$ cat src/rtl/rf_pkg.sv
// Shared register-file definitions: default widths and the operand
// sequencer state encoding.
package rf_pkg;

    localparam int RF_ADDR_WIDTH = 5;
    localparam int RF_DATA_WIDTH = 32;

    typedef enum logic [1:0] {
        IDLE = 2'd0,
        RD1  = 2'd1,
        RD2  = 2'd2,
        DONE = 2'd3
    } state_t;

endpackage

$ cat src/rtl/rf_operand_seq_if.sv
// Bus bundle between decode, the register file ports and execute, as seen by
// the operand-fetch sequencer.
//
// Handshake: a transfer happens on a posedge where valid && ready are both 1.
// The source holds valid and its payload stable until that edge; ready may
// depend combinationally on valid; valid never depends on ready.
interface rf_operand_seq_if
    import rf_pkg::*;
#(
    parameter int ADDR_WIDTH = RF_ADDR_WIDTH,
    parameter int DATA_WIDTH = RF_DATA_WIDTH
) ();

    logic                  req_valid;
    logic                  req_ready;
    logic [ADDR_WIDTH-1:0] req_rs1;
    logic [ADDR_WIDTH-1:0] req_rs2;
    logic                  req_use_rs2;

    logic [ADDR_WIDTH-1:0] rf_raddr;
    logic [DATA_WIDTH-1:0] rf_rdata;

    logic                  wb_wen;
    logic [ADDR_WIDTH-1:0] wb_waddr;
    logic [DATA_WIDTH-1:0] wb_wdata;

    logic                  op_valid;
    logic                  op_ready;
    logic [DATA_WIDTH-1:0] op_src1;
    logic [DATA_WIDTH-1:0] op_src2;

    // Environment side: decode, register file and execute.
    modport master (
        output req_valid, req_rs1, req_rs2, req_use_rs2,
        output rf_rdata,
        output wb_wen, wb_waddr, wb_wdata,
        output op_ready,
        input  req_ready, rf_raddr, op_valid, op_src1, op_src2
    );

    // Sequencer side.
    modport slave (
        input  req_valid, req_rs1, req_rs2, req_use_rs2,
        input  rf_rdata,
        input  wb_wen, wb_waddr, wb_wdata,
        input  op_ready,
        output req_ready, rf_raddr, op_valid, op_src1, op_src2
    );

endinterface

$ cat src/rtl/rf_bypass_mux.sv
// Read-data select for one register index: x0 reads as zero, a write-back to
// the same index in this cycle wins over the (stale) file read data.
module rf_bypass_mux
    import rf_pkg::*;
#(
    parameter int ADDR_WIDTH = RF_ADDR_WIDTH,
    parameter int DATA_WIDTH = RF_DATA_WIDTH
) (
    input  logic [ADDR_WIDTH-1:0] idx,
    input  logic                  wb_wen,
    input  logic [ADDR_WIDTH-1:0] wb_waddr,
    input  logic [DATA_WIDTH-1:0] wb_wdata,
    input  logic [DATA_WIDTH-1:0] rf_rdata,
    output logic [DATA_WIDTH-1:0] data
);

    // Priority: hardwired zero, then same-edge write-back, then file data.
    always_comb begin
        data = rf_rdata;
        if (idx == '0) begin
            data = '0;
        end else if (wb_wen && (wb_waddr == idx)) begin
            data = wb_wdata;
        end
    end

endmodule

$ cat src/rtl/rf_operand_seq.sv
// Operand-fetch sequencer: shares the register file's single read port over
// two cycles, keeps captured operands coherent with write-back until the
// execute handshake, then hands both operands over.
module rf_operand_seq
    import rf_pkg::*;
#(
    parameter int ADDR_WIDTH = RF_ADDR_WIDTH,
    parameter int DATA_WIDTH = RF_DATA_WIDTH
) (
    input  logic             clk,
    input  logic             rst,
    rf_operand_seq_if.slave  bus,
    output state_t           dbg_state
);

    state_t                state_q, state_d;
    logic [ADDR_WIDTH-1:0] rs1_q, rs2_q;
    logic                  use_rs2_q;
    logic [DATA_WIDTH-1:0] src1_q, src2_q;
    logic [ADDR_WIDTH-1:0] raddr;
    logic [DATA_WIDTH-1:0] sel_data;
    logic                  accept;
    logic                  hit1, hit2;

    rf_bypass_mux #(
        .ADDR_WIDTH (ADDR_WIDTH),
        .DATA_WIDTH (DATA_WIDTH)
    ) u_bypass (
        .idx      (raddr),
        .wb_wen   (bus.wb_wen),
        .wb_waddr (bus.wb_waddr),
        .wb_wdata (bus.wb_wdata),
        .rf_rdata (bus.rf_rdata),
        .data     (sel_data)
    );

    // A write to a latched nonzero source index must refresh that operand.
    assign hit1   = bus.wb_wen && (bus.wb_waddr == rs1_q) && (rs1_q != '0);
    assign hit2   = bus.wb_wen && (bus.wb_waddr == rs2_q) && (rs2_q != '0);
    assign accept = bus.req_valid && bus.req_ready;

    // State register.
    always_ff @(posedge clk) begin
        if (rst) begin
            state_q <= IDLE;
        end else begin
            state_q <= state_d;
        end
    end

    // Next state, read address and handshake outputs.
    always_comb begin
        state_d       = state_q;
        raddr         = '0;
        bus.req_ready = 1'b0;
        bus.op_valid  = 1'b0;
        unique case (state_q)
            IDLE: begin
                bus.req_ready = 1'b1;
                if (bus.req_valid) state_d = RD1;
            end
            RD1: begin
                raddr   = rs1_q;
                state_d = use_rs2_q ? RD2 : DONE;
            end
            RD2: begin
                raddr   = rs2_q;
                state_d = DONE;
            end
            DONE: begin
                bus.op_valid  = 1'b1;
                bus.req_ready = bus.op_ready;
                if (bus.op_ready) state_d = bus.req_valid ? RD1 : IDLE;
            end
            default: state_d = IDLE;
        endcase
    end

    // Request latch, operand capture and write-back coherence.
    always_ff @(posedge clk) begin
        if (rst) begin
            rs1_q     <= '0;
            rs2_q     <= '0;
            use_rs2_q <= 1'b0;
            src1_q    <= '0;
            src2_q    <= '0;
        end else begin
            if (accept) begin
                rs1_q     <= bus.req_rs1;
                rs2_q     <= bus.req_rs2;
                use_rs2_q <= bus.req_use_rs2;
            end
            case (state_q)
                RD1: begin
                    src1_q <= sel_data;
                    if (!use_rs2_q) src2_q <= '0;
                end
                RD2: begin
                    src2_q <= sel_data;
                    if (hit1) src1_q <= bus.wb_wdata;
                end
                DONE: begin
                    if (hit1) src1_q <= bus.wb_wdata;
                    // A one-operand request keeps src2 at zero.
                    if (hit2 && use_rs2_q) src2_q <= bus.wb_wdata;
                end
                default: ;
            endcase
        end
    end

    assign bus.rf_raddr = raddr;
    assign bus.op_src1  = src1_q;
    assign bus.op_src2  = src2_q;
    assign dbg_state    = state_q;

endmodule

$ cat src/flat_wrapper.sv
// flat-port wrapper written by rule: the top's interface ports become plain ports
module rf_operand_seq_flat import rf_pkg::*;
#(
    parameter int ADDR_WIDTH = RF_ADDR_WIDTH,
    parameter int DATA_WIDTH = RF_DATA_WIDTH
)
  (clk, rst, dbg_state, bus_req_valid, bus_req_rs1, bus_req_rs2, bus_req_use_rs2, bus_rf_rdata, bus_wb_wen, bus_wb_waddr, bus_wb_wdata, bus_op_ready, bus_req_ready, bus_rf_raddr, bus_op_valid, bus_op_src1, bus_op_src2);
  rf_operand_seq_if #(.ADDR_WIDTH(ADDR_WIDTH), .DATA_WIDTH(DATA_WIDTH)) bus_i ();
  input  logic clk;
  input  logic rst;
  output state_t dbg_state;
  input wire logic [$bits(bus_i.req_valid)-1:0] bus_req_valid;
  input wire logic [$bits(bus_i.req_rs1)-1:0] bus_req_rs1;
  input wire logic [$bits(bus_i.req_rs2)-1:0] bus_req_rs2;
  input wire logic [$bits(bus_i.req_use_rs2)-1:0] bus_req_use_rs2;
  input wire logic [$bits(bus_i.rf_rdata)-1:0] bus_rf_rdata;
  input wire logic [$bits(bus_i.wb_wen)-1:0] bus_wb_wen;
  input wire logic [$bits(bus_i.wb_waddr)-1:0] bus_wb_waddr;
  input wire logic [$bits(bus_i.wb_wdata)-1:0] bus_wb_wdata;
  input wire logic [$bits(bus_i.op_ready)-1:0] bus_op_ready;
  output wire logic [$bits(bus_i.req_ready)-1:0] bus_req_ready;
  output wire logic [$bits(bus_i.rf_raddr)-1:0] bus_rf_raddr;
  output wire logic [$bits(bus_i.op_valid)-1:0] bus_op_valid;
  output wire logic [$bits(bus_i.op_src1)-1:0] bus_op_src1;
  output wire logic [$bits(bus_i.op_src2)-1:0] bus_op_src2;
  assign bus_i.req_valid = bus_req_valid;
  assign bus_i.req_rs1 = bus_req_rs1;
  assign bus_i.req_rs2 = bus_req_rs2;
  assign bus_i.req_use_rs2 = bus_req_use_rs2;
  assign bus_i.rf_rdata = bus_rf_rdata;
  assign bus_i.wb_wen = bus_wb_wen;
  assign bus_i.wb_waddr = bus_wb_waddr;
  assign bus_i.wb_wdata = bus_wb_wdata;
  assign bus_i.op_ready = bus_op_ready;
  assign bus_req_ready = bus_i.req_ready;
  assign bus_rf_raddr = bus_i.rf_raddr;
  assign bus_op_valid = bus_i.op_valid;
  assign bus_op_src1 = bus_i.op_src1;
  assign bus_op_src2 = bus_i.op_src2;
  rf_operand_seq #(.ADDR_WIDTH(ADDR_WIDTH), .DATA_WIDTH(DATA_WIDTH)) u_core (.clk(clk), .rst(rst), .bus(bus_i), .dbg_state(dbg_state));
endmodule
$ cat config.mk
export PLATFORM = sky130hd
export DESIGN_NAME = rf_operand_seq_flat
export DESIGN_NICKNAME = d
export VERILOG_FILES = /design/src/rtl/rf_pkg.sv /design/src/rtl/rf_operand_seq_if.sv /design/src/rtl/rf_bypass_mux.sv /design/src/rtl/rf_operand_seq.sv /design/src/flat_wrapper.sv
export SDC_FILE = /design/constraint.sdc
export NUM_CORES = 1
export LEC_CHECK = 0
export ABC_AREA = 1
export CORE_ASPECT_RATIO = 1.4
export CORE_MARGIN = 5
export CORE_UTILIZATION = 42
export DETAILED_ROUTE_END_ITERATION = 10
export PLACE_DENSITY = 0.83
export SLEW_MARGIN = 20
export SYNTH_ARGS = -nofsm -noshare
export SYNTH_HDL_FRONTEND = slang
export SYNTH_SLANG_ARGS = --single-unit
$ cat constraint.sdc
create_clock -name clk -period 4.55 [get_ports clk]
set_input_delay 0.455 -clock clk [delete_from_list [all_inputs] [get_ports clk]]
set_output_delay 0.455 -clock clk [all_outputs]
set_load 0.03 [all_outputs]
Word level (Yosys, flattened, before mapping). Cells that the tools add are included.

Reductions and logical operators: 17. Equality and inequality tests: 11. Multiplexer cells: 15.

Operator list (count): $mux 32 (5); $pmux 32 s3 (1); $pmux 32 s2 (1); $eq 5x5->1 (3); $pmux 5 s2 (1); $reduce_bool 5->1 (2); $pmux 2 s4 (1); $logic_and 1x1->1 (7); $ne 2x2->1 const B (3); $logic_not 5->1 (1); $eq 2x2->1 const B (2); $mux 2 (2); $ne 2x1->1 const B (2); $reduce_and 2->1 (2); $mux 1 (3); $reduce_and 3->1 (1); $reduce_bool 3->1 (1); $eq 2x1->1 const B (1); $logic_not 2->1 (1); $pmux 1 s2 (1); $reduce_bool 2->1 (1); $reduce_or 2->1 (1).

Input port bits: 85. Register bits after elaboration: 77. Word-level logic and storage cells: 49. Output and inout bits: 73.

Depth between registers and ports, before layout. Gate-level depths: netlist of run 1.

Depth after elaboration: 7. Gate-level depth with buffers: 15. Gate-level depth less buffers: 13.

By module. From an unflattened synthesis of run 1, not the netlist that was laid out.

Cells, all modules: 922. Area total of the unflattened synthesis: 5192.5 sq um.

Modules (own cells, without submodules): rf_operand_seq (sequential area each 1541.5 sq um, cells an instance 723, times used 1, area each 4374.2 sq um); rf_bypass_mux (sequential area each 0.0 sq um, cells an instance 199, times used 1, area each 818.3 sq um).

Worst setup path after synthesis of run 1. Ideal clock, no wire load.

Path type: reg-to-reg. Start point: register u_core.state_q[1], in the netlist u_core.dbg_state[1]. End point: register u_core.rs1_q[2]. Cell stages (with the launch flop): 9. Library setup time: 128 ps. Arrival time: 2396 ps. Buffers on the path: 2. Clock period less this slack: 2524 ps. Slack: 2026 ps. Required time: 4422 ps. Cell sequence: dfxtp_1 ha_1 buf_2 nand2_1 a21oi_1 nand2_1 clkbuf_1 o21ai_0 a21oi_1.

Longest elaborated chain between the ends: 3. Elaborated cells on any way between the ends: 4. Those cells by class: 1 x eq/ne; 1 x mux; 2 x reduce/logical.

Ends and longest elaborated chain: start, declared (RTL line rf_operand_seq.sv:16) `state_t state_q, state_d;`; start signal, assigned (RTL line rf_operand_seq.sv:47) `state_q <= state_d;`; $eq 2x2->1 or $logic_not 2->1 (tied branches) (RTL line rf_operand_seq.sv:57) `unique case (state_q)`; $pmux 1 s2 * (RTL line rf_operand_seq.sv:57); net bus_req_ready (RTL line flat_wrapper.sv:21) `output wire logic [$bits(bus_i.req_ready)-1:0] bus_req_ready;`; $logic_and 1x1->1 * (RTL line rf_operand_seq.sv:40) `assign accept = bus.req_valid && bus.req_ready;`; end signal, assigned (RTL line rf_operand_seq.sv:89) `rs1_q <= bus.req_rs1;`; end, declared (RTL line rf_operand_seq.sv:17) `logic [ADDR_WIDTH-1:0] rs1_q, rs2_q;`.

The timed path passes the listed nets; every way through them passes the cells marked *. A chain may end at the register's enable or synchronous reset.

Worst setup path in the final report of run 1.
Start point: register u_core.state_q[0], in the netlist u_core.dbg_state[0]. End point: output port bus_rf_raddr[0].

Longest elaborated chain between the ends: 2. Elaborated cells on any way between the ends: 3. Those cells by class: 2 x eq/ne; 1 x mux.

Ends and longest elaborated chain: $eq 2x2->1 or $eq 2x1->1 (tied branches) (RTL line rf_operand_seq.sv:57); $pmux 5 s2 * (RTL line rf_operand_seq.sv:57); end, declared (RTL line flat_wrapper.sv:22) `output wire logic [$bits(bus_i.rf_raddr)-1:0] bus_rf_raddr;`.

Mark *: on every way between the ends. The rest lies on a longest branch, timed or not.

==> impl_metrics.json, run 1 <==
{
  "finalSetupViolations": 0,
  "timing.rr.end": "u_core.bus.op_src2[6]",
  "worstSetupEndpoint": "bus_rf_raddr[0]",
  "yosysWarnings": 0,
  "fin_skew_ps": 7.93,
  "clock-sinks": 77,
  "dr.pass1.iters": 5,
  "p_per_area_nw_per_um2": 662,
  "ys_types": 26,
  "yosys-top-cells-count": "nand2_1 (263), inv_1 (154), nor2_1 (101), a21oi_1 (81), dfxtp_1 (77)",
  "cts-root-buf": "clkbuf_16",
  "synth_seq_area_share_pct": 30.0,
  "maxSlewViolCount": 0,
  "end_kind": "output port",
  "min_period_ps": 3180,
  "crit_chain": "inv_1, ha_2, nand2_1, nand2_1, nand2_2, inv_1, clkdlybuf4s50_1",
  "vdd_drop_max_v": 0.000315,
  "r2r_cells": 13,
  "cp_slowest_cell": "ha_2",
  "final-hold-violation-count": 0,
  "maxSlewHeadroom_pct": 39.2,
  "fp-row-count": 47,
  "dieHeight_um": 141,
  "syn-num-nets": 977,
  "fmax_mhz": 314,
  "cp-startpoint": "u_core.dbg_state[0]",
  "worstPathMaxFanout": 35,
  "dpl.hpwl_mm": 10.8,
  "synth_seq_cells": 77,
  "setup_tns_ps": 0,
  "clk_pin_slew_ps": 60,
  "portBuffers": 157,
  "drc_errors": 0,
  "area_growth_pct": 35.6,
  "grt_use_total_pct": 22.2,
  "rsz0062_at_grt": "no",
  "cts_tree": "done",
  "yosysMostFrequentCell": "nand2_1",
  "antenna_cells": 0,
  "async_flop_share_pct": 0,
  "start_kind": "flip-flop",
  "required_ps": 4090,
  "first_global_vias": 5262,
  "core_area_um2": 11900,
  "synth_area_per_cell_um2": 5.79,
  "yosys.area.top_type": "dfxtp_1",
  "detail-route-antenna-nets": 0,
  "finalPower_w": 0.00460,
  "grt_overflow": 0,
  "postCtsSetupBuffers": 0,
  "synth-main-ff-cell": "dfxtp_1",
  "syn_area_um2": 5130,
  "antenna_found_initial": 0,
  "cp.buffers_inverters": 3,
  "initial_utilization_pct": 43.0,
  "utilization_pct": 58.3,
  "status": "completed",
  "rr_startpoint": "u_core.dbg_state[0]",
  "cts_made_buffers": 9,
  "grt_max_degree": 46,
  "crit_family": "buffers and inverters",
  "finalWirelength_mm": 16.1,
  "nets": 1095,
  "tightestPinTransition_ps": 913,
  "routedWlPerCell_um": 13.9,
  "grt_first_pass_wirelength_mm": 25.8,
  "hold_depth": 2,
  "synth_top_area_share_pct": 30.0,
  "via_per_inst": 4.99,
  "dieArea_um2": 14600,
  "fin_crit_sh_pct": 69.9,
  "cap_viol_max_count": 0,
  "via_count": 5769,
  "drt_iter0_markers": 268,
  "clock_tree.buffer_depth": 2,
  "holdCritPathClass": "reg2reg",
  "die_width_um": 103,
  "path_class": "reg2out",
  "insertion_delay_ps": 340,
  "rrSetupSlack_ps": 1430,
  "p_leak_nw": 3.50,
  "cts_resized": 0,
  "critPathArrivalTime_ps": 2730,
  "slowest_delay_ps": 780,
  "synthCells": 887,
  "drive_gt1_share_pct": 4.26,
  "synth_edf_count": 0,
  "place_congestion": 0.909,
  "synth_area_leaders": "dfxtp_1 (30%), nand2_1 (19%), inv_1 (11%), a21oi_1 (7.9%), nor2_1 (7.4%)",
  "whs_ps": 493,
  "htree_levels": 3,
  "pin_count": 158,
  "hold_buffers": 0,
  "path_depth": 7
}
logic make-up after synthesis:
family                   synth area share [%]
AO/OA/AOI/OAI                            10.0
XOR/XNOR                                0.512
adder cells (fa/ha/maj)                  1.22
buffers and inverters                    17.7
flip-flops                               30.0
AND/OR/NAND/NOR                          40.5
state kept, by name, indices dropped and copies added (netlist names):
signal	cells
u_core.bus.op_src1	32
u_core.bus.op_src2	32
u_core.rs1_q	5
u_core.rs2_q	5
u_core.dbg_state	2
u_core.use_rs2_q	1
through the flow:
step | area (um^2) | cells | setup WS (ps)
final | 6960 | 1157 | 1370
after global routing | 6960 | 1157 | 1080
after CTS | 6960 | 1157 | 1360
after detailed placement | 6620 | 1141 | 1460
after global placement | 6620 | 1141 | 1590
after floorplan | 5130 | 887 | 2030
area by class of cell:
type | instances | area [um^2]
clock buffer | 10 | 229
clock inverter | 6 | 111
fill | 1149 | 4980
inverter | 158 | 593
multi-input combinational | 597 | 2690
sequential | 77 | 1540
tap | 147 | 184
timing repair buffer | 162 | 1610
worst min-delay path by stage:
stage               slack [ps]               to            start
global placement           480  u_core.rs1_q[3]  u_core.rs1_q[3]
global route               510  u_core.rs1_q[3]  u_core.rs1_q[3]
detailed placement         480  u_core.rs1_q[3]  u_core.rs1_q[3]
finish                     490  u_core.rs1_q[3]  u_core.rs1_q[3]
CTS                        490  u_core.rs1_q[3]  u_core.rs1_q[3]
floorplan                  460  u_core.rs2_q[4]  u_core.rs2_q[4]
power breakdown:
part           internal, W  switching, W  leakage (nW)
Sequential        0.000936      0.000169         0.634
Clock             0.000536      0.000299         0.163
Combinational     0.000924       0.00174          2.70
tightest hold or removal path, cell delays in order (launching register included):
cell     delay (ps)
dfxtp_1         340
inv_2            60
a21oi_1          50
metal layers:
layer  GRT usage [%]  part of all wire (%)  vias up
met4            9.07                   2.6        0
met2            38.2                    50      236
li1                -                     -     2965
met1            26.7                    39     2538
met5               0                     0        -
met3            4.00                   7.5       30
cell usage in the layout, fill, tap and decap left out, drive strengths merged:
cell,Yosys,layout
nand2,272,272
inv,158,158
clkdlybuf4s50,0,157
nor2,106,106
a21oi,81,81
dfxtp,77,77
nand3,73,73
nand4,34,34
o21ai,14,14
clkbuf,18,10
buf,37,5
ha,5,5
o22ai,4,4
nor3,3,3
bufinv,0,3
xnor2,2,2
clkinv,0,2
a211oi,1,1
o211ai,1,1
xor2,1,1
clkinvlp,0,1
Power figures use the tool's default switching activity.
==> run 2, diff against run 1 <==
clock period = 2.95 ns   (was 4.55 ns; I/O delays follow)
==> impl_metrics.json, run 2 (synthesized netlist as in run 1, its figures left out) <==
{
  "required_ps": 2650,
  "grt_overflow": 0,
  "cts_resized": 0,
  "grt_use_total_pct": 22.7,
  "drc_errors": 0,
  "finalWirelength_mm": 16.5,
  "insertion_delay_ps": 340,
  "area_growth_pct": 38.2,
  "antenna_found_initial": 1,
  "slowest_delay_ps": 730,
  "place_inst": 1156,
  "core_area_um2": 11900,
  "nets": 1110,
  "crit_family": "buffers and inverters",
  "dpl.hpwl_mm": 11.8,
  "cts_made_buffers": 9,
  "clock-sinks": 77,
  "maxSlewHeadroom_pct": 51.5,
  "cts-root-buf": "clkbuf_16",
  "dieArea_um2": 14600,
  "antenna_cells": 0,
  "pin_count": 158,
  "hold_buffers": 0,
  "fin_cells": 1171,
  "placed_area_um2": 6790,
  "postCtsSetupBuffers": 0,
  "grt_first_pass_wirelength_mm": 26.3,
  "finalSetupViolations": 0,
  "fin_skew_ps": 6.96,
  "final_cell_area_um2": 7090,
  "place_congestion": 0.850,
  "critPathArrivalTime_ps": 2370,
  "cap_viol_max_count": 0,
  "holdCritPathClass": "reg2reg",
  "final_cell_mix": "nand2_1 (263), clkdlybuf4s50_1 (157), inv_1 (153)",
  "htree_levels": 3,
  "worstPathMaxFanout": 12,
  "finalPower_w": 0.00708,
  "fp-row-count": 47,
  "final-hold-violation-count": 0,
  "rsz0062_at_grt": "no",
  "dieHeight_um": 141,
  "detail-route-antenna-nets": 0,
  "cts_tree": "done",
  "routedWlPerCell_um": 14.1,
  "clk_pin_slew_ps": 60,
  "fmax_mhz": 376,
  "min_period_ps": 2660,
  "clock_tree.buffer_depth": 2,
  "cp_slowest_cell": "clkdlybuf4s50_1",
  "die_width_um": 103,
  "crit_chain": "inv_1, ha_1, a21oi_1, clkdlybuf4s50_1",
  "drive_gt1_share_pct": 5.66,
  "p_per_area_nw_per_um2": 998,
  "status": "completed",
  "via_count": 5846,
  "num-fill-cells": 1174,
  "end_kind": "output port",
  "fin_crit_sh_pct": 90.2,
  "final_common_cell": "nand2_1",
  "via_per_inst": 4.99,
  "drt_iter0_markers": 215,
  "tightestPinTransition_ps": 727,
  "p_leak_nw": 3.58,
  "vdd_drop_max_v": 0.000565,
  "cp.buffers_inverters": 2,
  "initial_utilization_pct": 43.0,
  "dr.pass1.iters": 5,
  "start_kind": "flip-flop",
  "maxSlewViolCount": 0,
  "portBuffers": 157,
  "grt_max_degree": 41,
  "path_class": "reg2out",
  "setup_tns_ps": 0,
  "first_global_vias": 5569
}
[run 2: where the power goes]
group / switching [W] / internal (W)
clock: 0.000440 / 0.000694
sequential: 0.000261 / 0.00144
combinational: 0.00271 / 0.00153
[run 2: path summary, 6_finish.rpt]
| path | from | to | slack [ps] | cells past startpoint |
|---|---|---|---|---|
| worst max-delay path | u_core.dbg_state[1] | bus_req_ready | 290 | 4 |
| worst max register to register | u_core.dbg_state[1] | u_core.bus.op_src2[6] | 540 | 12 |
| worst min register to register | u_core.rs1_q[3] | u_core.rs1_q[3] | 500 | 2 |
| worst min-delay path | u_core.rs1_q[3] | u_core.rs1_q[3] | 500 | 2 |
[run 2: tightest hold or removal path: cells and delay by family (launching register included)]
family          cells  cell delay, ps
flops               1             340
compound gates      1              50
buf+inv             1              60
[run 2: routing by layer]
metal / wire, um / track usage (%) / part of all wire, % / vias up
met1: 6430 / 26.8 / 39 / 2602
met3: 1190 / 3.91 / 7.2 / 36
met4: 422 / 11.0 / 2.6 / 2
li1: - / - / - / 2989
met5: 13 / 0 / 0.079 / -
met2: 8410 / 38.7 / 51 / 217
[run 2: stage by stage]
| stage | setup WS, ps | hold WS [ps] | utilization (%) |
|---|---|---|---|
| 4_1_cts | 296 | 499 | 59.4 |
| 6_report | 289 | 497 | 59.4 |
| 2_1_floorplan | 426 | 373 | - |
| 5_1_grt | 179 | 531 | 59.4 |
| 3_3_place_gp | 615 | 484 | 56.9 |
| 3_5_place_dp | 570 | 490 | 56.9 |
[run 2: layout make-up]
class / count / area (um^2) / area share [%]
clock inverters: 4 / 47.5 / 0.670
flip-flops and latches: 77 / 1540 / 21.7
well taps: 147 / 184 / 2.59
inverters: 158 / 593 / 8.36
clock buffers: 11 / 253 / 3.56
multi-input cells: 597 / 2690 / 37.9
repair buffers: 177 / 1780 / 25.1
==> run 3, diff against run 2 <==
CORE_ASPECT_RATIO = 0.8   (was 1.4)
CORE_MARGIN = 3   (was 5)
CORE_UTILIZATION = 48   (was 42)
PLACE_DENSITY = 0.92   (was 0.83)
==> impl_metrics.json, run 3 (synthesized netlist as in run 1, its figures left out) <==
{
  "clock_tree.buffer_depth": 2,
  "holdCritPathClass": "reg2reg",
  "routedWlPerCell_um": 14.0,
  "final_common_cell": "nand2_1",
  "final-hold-violation-count": 0,
  "placed_area_um2": 6720,
  "critPathArrivalTime_ps": 2420,
  "dr.pass1.iters": 6,
  "fin_skew_ps": 2.94,
  "detail-route-antenna-nets": 0,
  "nets": 1105,
  "final_cell_area_um2": 7010,
  "clk_pin_slew_ps": 60,
  "cts_tree": "done",
  "first_global_vias": 5313,
  "path_class": "reg2out",
  "dpl_worst_slack_ps": 469,
  "maxSlewViolCount": 0,
  "dieArea_um2": 12000,
  "worst_slack_ps": 238,
  "grt_first_pass_wirelength_mm": 25.9,
  "htree_levels": 3,
  "setup_tns_ps": 0,
  "p_leak_nw": 3.54,
  "fmax_mhz": 369,
  "antenna_found_initial": 0,
  "final_cell_mix": "nand2_1 (263), clkdlybuf4s50_1 (157), inv_1 (153)",
  "fin_cells": 1159,
  "place_congestion": 0.906,
  "num-fill-cells": 933,
  "grt_max_degree": 65,
  "grt_overflow": 0,
  "clock-sinks": 77,
  "required_ps": 2650,
  "area_growth_pct": 36.6,
  "via_count": 6012,
  "worstPathMaxFanout": 12,
  "cts-root-buf": "clkbuf_16",
  "min_period_ps": 2710,
  "hold_buffers": 0,
  "end_kind": "output port",
  "fp-row-count": 33,
  "vdd_drop_max_v": 0.000935,
  "pin_count": 158,
  "finalWirelength_mm": 16.2,
  "insertion_delay_ps": 340,
  "cap_viol_max_count": 0,
  "portBuffers": 157,
  "fin_crit_sh_pct": 91.9,
  "p_per_area_nw_per_um2": 999,
  "via_per_inst": 5.19,
  "cts_resized": 0,
  "dpl.hpwl_mm": 11.2,
  "postCtsSetupBuffers": 0,
  "maxSlewHeadroom_pct": 54.3,
  "cts_made_buffers": 9,
  "initial_utilization_pct": 49.7,
  "drc_errors": 0,
  "die_width_um": 122,
  "rrSetupSlack_ps": 410,
  "tightestPinTransition_ps": 685,
  "place_inst": 1144,
  "grt_use_total_pct": 26.5,
  "dieHeight_um": 98.5,
  "status": "completed",
  "start_kind": "flip-flop",
  "drt_iter0_markers": 638,
  "antenna_cells": 0,
  "finalSetupViolations": 0,
  "drive_gt1_share_pct": 5.10,
  "finalPower_w": 0.00701,
  "core_area_um2": 10300,
  "rsz0062_at_grt": "no"
}
[run 3: cell count changes in the layout (fill, tap and decap cells not counted), sizes merged]
cell and change:
buf -5, clkinvlp -1, clkinv +1
[run 3: per-stage QoR]
stage / util, % / hold slack [ps]
floorplan: - / 373
global placement: 65.1 / 481
detailed placement: 65.1 / 494
CTS: 68.0 / 505
global route: 68.0 / 519
finish: 68.0 / 508
[run 3: worst paths after layout]
check             cells after the start                 from               endpoint
setup reg to reg                     11  u_core.dbg_state[1]  u_core.bus.op_src1[1]
hold reg to reg                       2     u_core.use_rs2_q       u_core.use_rs2_q
hold / removal                        2     u_core.use_rs2_q       u_core.use_rs2_q
setup / recovery                      4  u_core.dbg_state[1]          bus_req_ready
[run 3: area by class of cell]
| type | instances | area [um^2] | share of cell area, % |
|---|---|---|---|
| multi-input combinational | 597 | 2690 | 38.4 |
| timing repair buffer | 172 | 1720 | 24.5 |
| sequential | 77 | 1540 | 22.0 |
| inverter | 158 | 593 | 8.46 |
| clock buffer | 11 | 243 | 3.46 |
| tap | 140 | 175 | 2.50 |
| clock inverter | 4 | 48.8 | 0.696 |
[run 3: report_power, final]
group	switching, W	total (W)	internal (W)
registers	0.000264	0.00171	0.00144
logic	0.00272	0.00419	0.00147
clock network	0.000435	0.00111	0.000672
total	0.00342	0.00701	0.00359
[run 3: routing by layer]
| layer | vias up | track usage, % | wire (um) |
|---|---|---|---|
| li1 | 2979 | - | - |
| met1 | 2652 | 36.4 | 6790 |
| met2 | 361 | 41.1 | 7360 |
| met3 | 20 | 6.83 | 1880 |
| met4 | 0 | 8.10 | 194 |
| met5 | - | 0 | 0 |
[run 3: critical path, cell delays in order (launching register included)]
cell and delay [ps]:
dfxtp_1 460, inv_1 120, ha_1 450, a21oi_1 310
clkdlybuf4s50_1 730
